File: config.mk
export PLATFORM = sky130hd
export DESIGN_NAME = mer_sweep_controller
export DESIGN_NICKNAME = d
export VERILOG_FILES = /design/src/rtl/mer_sweep_controller.sv
export SDC_FILE = /design/constraint.sdc
export NUM_CORES = 2
export LEC_CHECK = 0
export ABC_CLOCK_PERIOD_IN_PS = 9600
export BUFFER_PORTS_ARGS = -buffer_cell sky130_fd_sc_hd__buf_2
export CORE_MARGIN = 3
export CORE_UTILIZATION = 58
export DETAILED_ROUTE_END_ITERATION = 16
export GPL_TIMING_DRIVEN = 1
export PLACE_DENSITY = 0.76
export SLEW_MARGIN = 20
export SYNTH_ARGS = -nofsm -noshare
export SYNTH_HDL_FRONTEND = slang
export SYNTH_SLANG_ARGS = --single-unit
File: constraint.sdc
create_clock -name clk -period 9.6 [get_ports clk]
set_input_delay 1.92 -clock clk [delete_from_list [all_inputs] [get_ports clk]]
set_output_delay 1.92 -clock clk [all_outputs]
set_load 0.05 [all_outputs]
File: src/rtl/mer_sweep_controller.sv
// mer_sweep_controller: steps the MER DUT through a table of isi_power values.
// For each step it lets the channel settle, then sums error and errorless
// signal power over 2^LOG2_N symbols.
// Ports:
//   clk, reset                 system clock, synchronous active-high reset
//   sym_clk_en                 symbol-rate enable, one clk wide
//   start                      begin a sweep, sampled in IDLE only
//   cfg_we, cfg_addr, cfg_data isi_power table write port, honoured in IDLE only
//   cfg_num_steps              steps per sweep, clamped to MAX_STEPS, captured at start
//   dut_error, dut_errorless   signed samples from the DUT
//   isi_power                  registered drive to the DUT
//   busy, done                 sweep in progress / one-clk end-of-sweep pulse
//   res_valid, res_ready       result handshake
//   res_step, res_err_acc, res_sig_acc  result payload
//   res_err_peak               peak |dut_error| of the step, present only when
//                              MER_PEAK_TRACK_EN is defined
module mer_sweep_controller #(
   parameter int DATA_WIDTH  = 18,
   parameter int MAX_STEPS   = 16,
   parameter int LOG2_N      = 10,
   parameter int SETTLE_SYMS = 8,
   localparam int AW   = $clog2(MAX_STEPS),
   localparam int ACCW = 2*DATA_WIDTH+LOG2_N
) (
   input  logic                  clk,
   input  logic                  reset,
   input  logic                  sym_clk_en,
   input  logic                  start,
   input  logic                  cfg_we,
   input  logic [AW-1:0]         cfg_addr,
   input  logic [DATA_WIDTH-1:0] cfg_data,
   input  logic [AW:0]           cfg_num_steps,
   input  logic [DATA_WIDTH-1:0] dut_error,
   input  logic [DATA_WIDTH-1:0] dut_errorless,
   output logic [DATA_WIDTH-1:0] isi_power,
   output logic                  busy,
   output logic                  res_valid,
   input  logic                  res_ready,
   output logic [AW-1:0]         res_step,
   output logic [ACCW-1:0]       res_err_acc,
   output logic [ACCW-1:0]       res_sig_acc,
`ifdef MER_PEAK_TRACK_EN
   output logic [DATA_WIDTH-2:0] res_err_peak,
`endif
   output logic                  done
);
   localparam logic [2:0] S_IDLE   = 3'd0;
   localparam logic [2:0] S_LOAD   = 3'd1;
   localparam logic [2:0] S_SETTLE = 3'd2;
   localparam logic [2:0] S_ACCUM  = 3'd3;
   localparam logic [2:0] S_REPORT = 3'd4;
   localparam logic [2:0] S_FIN    = 3'd5;
   localparam int SW = $clog2(SETTLE_SYMS);
   logic [2:0]                     state_q, state_d;
   logic                           busy_q, busy_d, res_valid_q, res_valid_d;
   logic [AW-1:0]                  step_q, step_d, res_step_q, res_step_d;
   logic [AW:0]                    num_q, num_d, num_clamp;
   logic [SW-1:0]                  settle_q, settle_d;
   logic [LOG2_N-1:0]              cnt_q, cnt_d;
   logic [ACCW-1:0]                err_acc_q, err_acc_d, sig_acc_q, sig_acc_d;
   logic [ACCW-1:0]                res_err_q, res_err_d, res_sig_q, res_sig_d;
   logic [ACCW-1:0]                err_sum, sig_sum;
   logic [DATA_WIDTH-1:0]          isi_q, isi_d;
   logic [DATA_WIDTH-1:0]          table_q [MAX_STEPS];
   logic signed [2*DATA_WIDTH-1:0] err_sq, sig_sq;
   logic                           last_step;
   assign num_clamp = (cfg_num_steps > (AW+1)'(MAX_STEPS)) ? (AW+1)'(MAX_STEPS) : cfg_num_steps;
   assign last_step = {1'b0, step_q} == num_q - (AW+1)'(1);
   // squares of signed samples are never negative, so plain zero-extension is exact
   assign err_sq    = $signed(dut_error) * $signed(dut_error);
   assign sig_sq    = $signed(dut_errorless) * $signed(dut_errorless);
   assign err_sum   = err_acc_q + {{LOG2_N{1'b0}}, err_sq};
   assign sig_sum   = sig_acc_q + {{LOG2_N{1'b0}}, sig_sq};
`ifdef MER_PEAK_TRACK_EN
   logic [DATA_WIDTH-2:0] peak_q, peak_d, res_peak_q, res_peak_d, err_abs, peak_max;
   logic [DATA_WIDTH-1:0] err_neg;
   assign err_neg  = -dut_error;
   // only the most negative input still has its sign bit set after negation; it saturates
   assign err_abs  = !dut_error[DATA_WIDTH-1] ? dut_error[DATA_WIDTH-2:0] :
                     err_neg[DATA_WIDTH-1] ? '1 : err_neg[DATA_WIDTH-2:0];
   assign peak_max = (err_abs > peak_q) ? err_abs : peak_q;
   assign res_err_peak = res_peak_q;
`endif
   always_comb begin
      state_d     = state_q;
      busy_d      = busy_q;
      step_d      = step_q;
      num_d       = num_q;
      settle_d    = settle_q;
      cnt_d       = cnt_q;
      err_acc_d   = err_acc_q;
      sig_acc_d   = sig_acc_q;
      isi_d       = isi_q;
      res_valid_d = res_valid_q;
      res_step_d  = res_step_q;
      res_err_d   = res_err_q;
      res_sig_d   = res_sig_q;
`ifdef MER_PEAK_TRACK_EN
      peak_d      = peak_q;
      res_peak_d  = res_peak_q;
`endif
      case (state_q)
         S_IDLE: if (start) begin
            busy_d  = 1'b1;
            step_d  = '0;
            num_d   = num_clamp;
            state_d = (num_clamp == '0) ? S_FIN : S_LOAD;
         end
         S_LOAD: begin
            isi_d     = table_q[step_q];
            settle_d  = '0;
            cnt_d     = '0;
            err_acc_d = '0;
            sig_acc_d = '0;
`ifdef MER_PEAK_TRACK_EN
            peak_d    = '0;
`endif
            state_d   = S_SETTLE;
         end
         S_SETTLE: if (sym_clk_en) begin
            settle_d = settle_q + SW'(1);
            state_d  = (settle_q == SW'(SETTLE_SYMS-1)) ? S_ACCUM : S_SETTLE;
         end
         S_ACCUM: if (sym_clk_en) begin
            err_acc_d = err_sum;
            sig_acc_d = sig_sum;
            cnt_d     = cnt_q + LOG2_N'(1);
`ifdef MER_PEAK_TRACK_EN
            peak_d    = peak_max;
`endif
            if (&cnt_q) begin
               res_valid_d = 1'b1;
               res_step_d  = step_q;
               res_err_d   = err_sum;
               res_sig_d   = sig_sum;
`ifdef MER_PEAK_TRACK_EN
               res_peak_d  = peak_max;
`endif
               state_d     = S_REPORT;
            end
         end
         // symbols arriving here are dropped; the next step re-settles anyway
         S_REPORT: if (res_ready) begin
            res_valid_d = 1'b0;
            step_d      = last_step ? step_q : step_q + AW'(1);
            state_d     = last_step ? S_FIN : S_LOAD;
         end
         S_FIN: begin
            busy_d  = 1'b0;
            state_d = S_IDLE;
         end
         default: state_d = S_IDLE;
      endcase
   end
   always_ff @(posedge clk) begin
      if (reset) begin
         state_q     <= S_IDLE;
         busy_q      <= 1'b0;
         step_q      <= '0;
         num_q       <= '0;
         settle_q    <= '0;
         cnt_q       <= '0;
         err_acc_q   <= '0;
         sig_acc_q   <= '0;
         isi_q       <= '0;
         res_valid_q <= 1'b0;
         res_step_q  <= '0;
         res_err_q   <= '0;
         res_sig_q   <= '0;
`ifdef MER_PEAK_TRACK_EN
         peak_q      <= '0;
         res_peak_q  <= '0;
`endif
      end else begin
         state_q     <= state_d;
         busy_q      <= busy_d;
         step_q      <= step_d;
         num_q       <= num_d;
         settle_q    <= settle_d;
         cnt_q       <= cnt_d;
         err_acc_q   <= err_acc_d;
         sig_acc_q   <= sig_acc_d;
         isi_q       <= isi_d;
         res_valid_q <= res_valid_d;
         res_step_q  <= res_step_d;
         res_err_q   <= res_err_d;
         res_sig_q   <= res_sig_d;
`ifdef MER_PEAK_TRACK_EN
         peak_q      <= peak_d;
         res_peak_q  <= res_peak_d;
`endif
      end
   end
   // table contents survive reset so a sweep can be rerun without reprogramming
   always_ff @(posedge clk) begin
      if (cfg_we && state_q == S_IDLE) table_q[cfg_addr] <= cfg_data;
   end
   assign isi_power   = isi_q;
   assign busy        = busy_q;
   assign res_valid   = res_valid_q;
   assign res_step    = res_step_q;
   assign res_err_acc = res_err_q;
   assign res_sig_acc = res_sig_q;
   assign done        = state_q == S_FIN;
endmodule
### Word level (Yosys, flattened, before mapping)

Memories as Yosys holds them, arrays and structs flattened. A register that Yosys moved wholly into a read port is not among the register bits.
Index checks and enable logic that the tools add are counted.
Widths: inputs -> output; s select.

| word-level totals | value |
|---|---|
| flip-flop bits (word level) | 215 |
| memory bits (writable) | 288 |
| bits of input ports | 69 |
| output and inout bits | 117 |
| word-level logic and storage cells | 82 |
| memories kept | 1 |

| operators by class | value |
|---|---|
| $add $sub $neg | 6 |
| $mul | 2 |
| order comparisons | 1 |
| equality and inequality tests | 13 |
| multiplexer cells | 30 |
| reduce and logical (&&, ||, !) cells | 17 |

Memory list:

| name | depth | width | rd ports | clocked after memory_dff | wr ports | RTL line | text |
|---|---|---|---|---|---|---|---|
| table_q | 16 | 18 | 1 | 1 | 1 | 64 | `logic [DATA_WIDTH-1:0] table_q [MAX_STEPS];` |

Operators by type and width:

| cell | count |
|---|---|
| $pmux 46 s2 | 2 |
| $add 46x36->46 | 2 |
| $mux 46 | 2 |
| $mul 18x18->36 | 2 |
| $mux 3 | 8 |
| $pmux 10 s2 | 1 |
| $pmux 3 s5 | 1 |
| $mux 4 | 3 |
| $ne 2x2->1 const B | 6 |
| $reduce_and 12->1 | 1 |
| $add 10x1->10 const B | 1 |
| $mux 10 | 1 |
| $reduce_and 10->1 | 1 |
| $reduce_bool 2->1 | 5 |
| $eq 3x3->1 const B | 3 |
| $pmux 4 s2 | 1 |
| $reduce_and 2->1 | 4 |
| $reduce_and 4->1 | 2 |
| $mux 1 | 7 |
| $eq 3x2->1 const B | 2 |
| $pmux 3 s2 | 1 |
| $eq 4x5->1 | 1 |
| $gt 5x5->1 const B | 1 |
| $logic_not 5->1 | 1 |
| 9 further kinds | 10 |

### Longest topological paths before layout

| logic depth | value |
|---|---|
| depth in word-level cells | 6 |
| mapped depth | 39 |
| depth with buffers taken out | 36 |

### Least setup slack after synthesis

OpenSTA, ideal clock, no wires.

| path | value |
|---|---|
| path type | input to register |
| from | input dut_errorless[17] |
| to | register res_sig_q[41] (netlist: res_sig_acc[41]) |
| library setup time | 86 ps |
| arrival time | 9787 ps |
| data required time | 9514 ps |
| slack | -273 ps |
| stages | 36 |
| cells stage by stage | clkbuf_1 > buf_1 > nand2_1 > fa_1 > inv_1 > fa_1 > ha_1 > inv_1 > fa_1 > inv_1 > fa_1 > inv_1 > fa_1 > inv_1 > ha_1 > a21o_1 > a211o_1 > a2111oi_4 > o21ai_2 > a31oi_2 > nor2_2 > a211oi_2 > o21bai_2 > a21oi_1 > xnor2_1 > ha_1 > a21o_1 > a21o_1 > a21oi_1 > o21ai_0 > a21o_1 > a31o_1 > a221o_1 > and3_1 > xnor2_1 > a211oi_1 |

| on the way | value |
|---|---|
| cells in the longest elaborated chain, start to end | 2 |

Ends and longest elaborated chain:

| element | RTL line | text |
|---|---|---|
| from (decl) | 34 | `input logic [DATA_WIDTH-1:0] dut_errorless,` |
| $mul 18x18->36 | 71 | `assign sig_sq = $signed(dut_errorless) * $signed(dut_errorless);` |
| $add 46x36->46 | 73 | `assign sig_sum = sig_acc_q + {{LOG2_N{1'b0}}, sig_sq};` |
| to (signal assigned) | 187 | `res_sig_q <= res_sig_d;` |
| to (decl) | 61 | `logic [ACCW-1:0] res_err_q, res_err_d, res_sig_q, res_sig_d;` |

Every way passes these cells.
A chain may end at the register's enable or synchronous reset.

### Final worst setup path

| path | value |
|---|---|
| from | input dut_error[2] |
| to | register res_err_q[42] (netlist: res_err_acc[42]) |

| on the way | value |
|---|---|
| cells in the longest elaborated chain, start to end | 2 |

Ends and longest elaborated chain:

| element | RTL line | text |
|---|---|---|
| from (decl) | 33 | `input logic [DATA_WIDTH-1:0] dut_error,` |
| $mul 18x18->36 | 70 | `assign err_sq = $signed(dut_error) * $signed(dut_error);` |
| $add 46x36->46 | 72 | `assign err_sum = err_acc_q + {{LOG2_N{1'b0}}, err_sq};` |
| to (signal assigned) | 186 | `res_err_q <= res_err_d;` |
| to (decl) | 61 |  |

Every way passes these cells.

==> results.yml <==
run_status:
  status: "finished clean"
sta:
  slew_headroom_pct: 22.4
  max_freq_mhz: 108
  timing.final.crit_share_pct: 96.7
  worst_pin_slew_ns: 1.16
  setup_viol: 0
  slew_viol_final: 0
  min_period_ns: 9.29
  worst_slack_ns: 0.315
  hold_viol: 0
  finClkSkew_ns: 0.0158
grt:
  grt_start_max_net_pins: 78
  grt_pass1_vias: 35100
  grt_overflow: 0
  grt_pass1_wl_um: 186000
  grt_antenna_before_repair: 3
  grtUsageTotal_pct: 28.8
cells_and_area:
  finish.net_count: 5938
  syn_to_final_growth_pct: 15.0
  drive_above_1_share_pct: 17.2
  fin_cells: 6066
  fill_cells: 5815
logic_synthesis:
  yosysMostFrequentCell: "inv_1"
  synth.area.top_cells: "fa_1 (26%), edfxtp_1 (19%), dfxtp_1 (10%)"
  synthMuxAreaShare_pct: 4.59
  syn-num-nets: 5455
  synthArstFlopShare_pct: 0
  synth_compound_area_share_pct: 9.11
  yosys.area_share.xor_xnor_pct: 3.54
  synth_commonest_cells: "inv_1 (853), fa_1 (596), nand2_1 (529)"
  synth_top_area_cell: "fa_1"
  ys_warn_count: 0
  ys_seq_area_share_pct: 29.1
  syn-cell-area_mm2: 0.0457
  synthAdderAreaFrac_pct: 34.1
  synth_enable_flop_cells: 288
  syn_area_per_cell_um2: 10.2
  synth_cells: 4499
  synthFlopType: "edfxtp_1"
  synth_cell_type_count: 78
  synth_top_family_by_area: "adder cells"
  synth_seq_cells: 521
  synth_top_area_share_pct: 26.1
  post_synth_and_or_nand_nor_area_fraction_pct: 11.0
floorplanning:
  die_y_um: 287
  core_mm2: 0.0777
  initial_utilization_pct: 58.8
  top_level_ports: 186
  rows: 102
  die-area_mm2: 0.0823
  die_w_um: 287
routing:
  wl_per_cell_um: 19.2
  drtIter0Drc: 2831
  drc: 0
  vias: 34000
  wl_met2_um: 55800
  wl_met3_um: 9680
  viasPerCell: 5.60
  routed.top_layer: "met5"
  first_pass_iters: 6
  routed_wl_um: 117000
  ant_nets: 0
  wl_met1_um: 47300
clocking:
  cts_max_level: 2
  cts.sinks: 521
  path_clk_slew_ns: 0.07
  clock_latency_ns: 0.60
  cts_buffers: 51
  cts-root-buf: "clkbuf_16"
  cts_buffer_depth: 3
  hold_buffers: 0
  cts_tree: "built"
min_path:
  hp-start: "res_sig_acc[9]"
  hold_class: "flip-flop to flip-flop"
  hold_depth: 2
  min_to: "res_sig_acc[9]"
worst_setup_path:
  rr_endpoint: "res_sig_acc[34]"
  arrival_ns: 9.74
  r2r_cells: 8
  cpMaxStageDelayCell: "fa_1"
  critPathMaxFanout: 10
  max_stage_delay_ns: 0.53
  critical_path_class: "input pin to flip-flop"
  start_kind: "input pin"
  timing.rr.start: "state_q[0]"
  cp-end-kind: "flip-flop"
  r2r_slack_ns: 5.60
  crit_required_ns: 10.05
  crit_path_frequent_cell: "fa_1"
placement:
  dpl.cell_count: 5965
  dp_worst_setup_slack_ns: -0.334
  post-dp-hpwl_um: 88300
  port_buffers: 185
  place.gp.congestion: 0.931
run:
  drv_cap: 0
==> worst max-delay path by stage <==
| stage | start | endpoint | cells after the start |
|---|---|---|---|
| 2_1_floorplan | dut_errorless[5] | res_sig_acc[41] | 34 |
| 3_3_place_gp | dut_errorless[4] | res_sig_acc[41] | 35 |
| 3_5_place_dp | dut_errorless[4] | res_sig_acc[41] | 34 |
| 4_1_cts | dut_errorless[4] | res_sig_acc[41] | 34 |
| 5_1_grt | dut_errorless[4] | res_sig_acc[38] | 34 |
| 6_report | dut_error[2] | res_err_acc[42] | 34 |
==> final cells by class <==
type	instances	area, µm²	area share (%)
timing repair buffer	617	4250	8.08
sequential	521	13300	25.3
antenna	1	2.50	0.00476
tap	1040	1300	2.48
clock buffer	62	1370	2.60
multi-input combinational	2938	28700	54.6
inverter	853	3210	6.10
clock inverter	34	415	0.790
==> layer usage <==
metal  track usage, %  up-vias
met1             39.1    16900
met2             47.2     1259
met3             5.80      251
met4             8.77        4
met5                0        -
li1                 -    15600
==> cells by family after synthesis <==
| kind of cell | after synthesis |
|---|---|
| AO/OA/AOI/OAI | 660 |
| XOR/XNOR | 185 |
| adder cells (fa/ha/maj) | 887 |
| buffers and inverters | 1040 |
| flip-flops | 521 |
| multiplexers | 97 |
| AND/OR/NAND/NOR | 1109 |
==> worst max-delay path: cells and delay by family <==
| family | cells | cell delay (ns) |
|---|---|---|
| buffers and inverters | 10 | 1.09 |
| adders and majority gates | 8 | 3.58 |
| and+or+nand+nor | 6 | 1.08 |
| AOI/OAI and AO/OA | 9 | 1.93 |
| xor gates and xnor gates | 1 | 0.13 |
==> repair_timing <==
item	CTS	global route
endpoints found under the setup margin	0	28
setup buffers	0	4
resized for setup	0	38
==> flip-flops by register name, indices dropped and copies added, names as in the netlist, 3 cells and up <==
name	cells
cnt_q	10
err_acc_q	46
isi_power	18
num_q	5
res_err_acc	46
res_sig_acc	46
res_step	4
settle_q	3
sig_acc_q	46
state_q	3
step_q	4
table_q	288
==> layout by cell type (no fill, tap or decap), drive strengths merged, types with 58 or more instances in the layout <==
cell type and n:
dfxtp 233, edfxtp 288, a21oi 276, nand3 75, nand2 529, ha 291
fa 596, and2 102, xnor2 127, a21o 74, nor2 202, mux4 90
buf 610, o21ai 97, xor2 58, inv 855, clkbuf 69
==> per-stage QoR <==
| stage | util, % | setup TNS, ns | instance area, µm² | hold slack, ns |
|---|---|---|---|---|
| 3_3_place_gp | 65.1 | -2.25 | 50600 | 0.436 |
| 2_1_floorplan | - | -0.0264 | 45800 | 0.431 |
| 5_1_grt | 67.6 | -0.115 | 52600 | 0.469 |
| 6_report | 67.6 | 0 | 52600 | 0.449 |
| 4_1_cts | 67.4 | 0 | 52400 | 0.450 |
| 3_5_place_dp | 65.1 | -5.53 | 50600 | 0.442 |
Power is left out: the tool's default activity adds up to more than one toggle a clock period on the data nets, which glitch-free logic cannot reach.
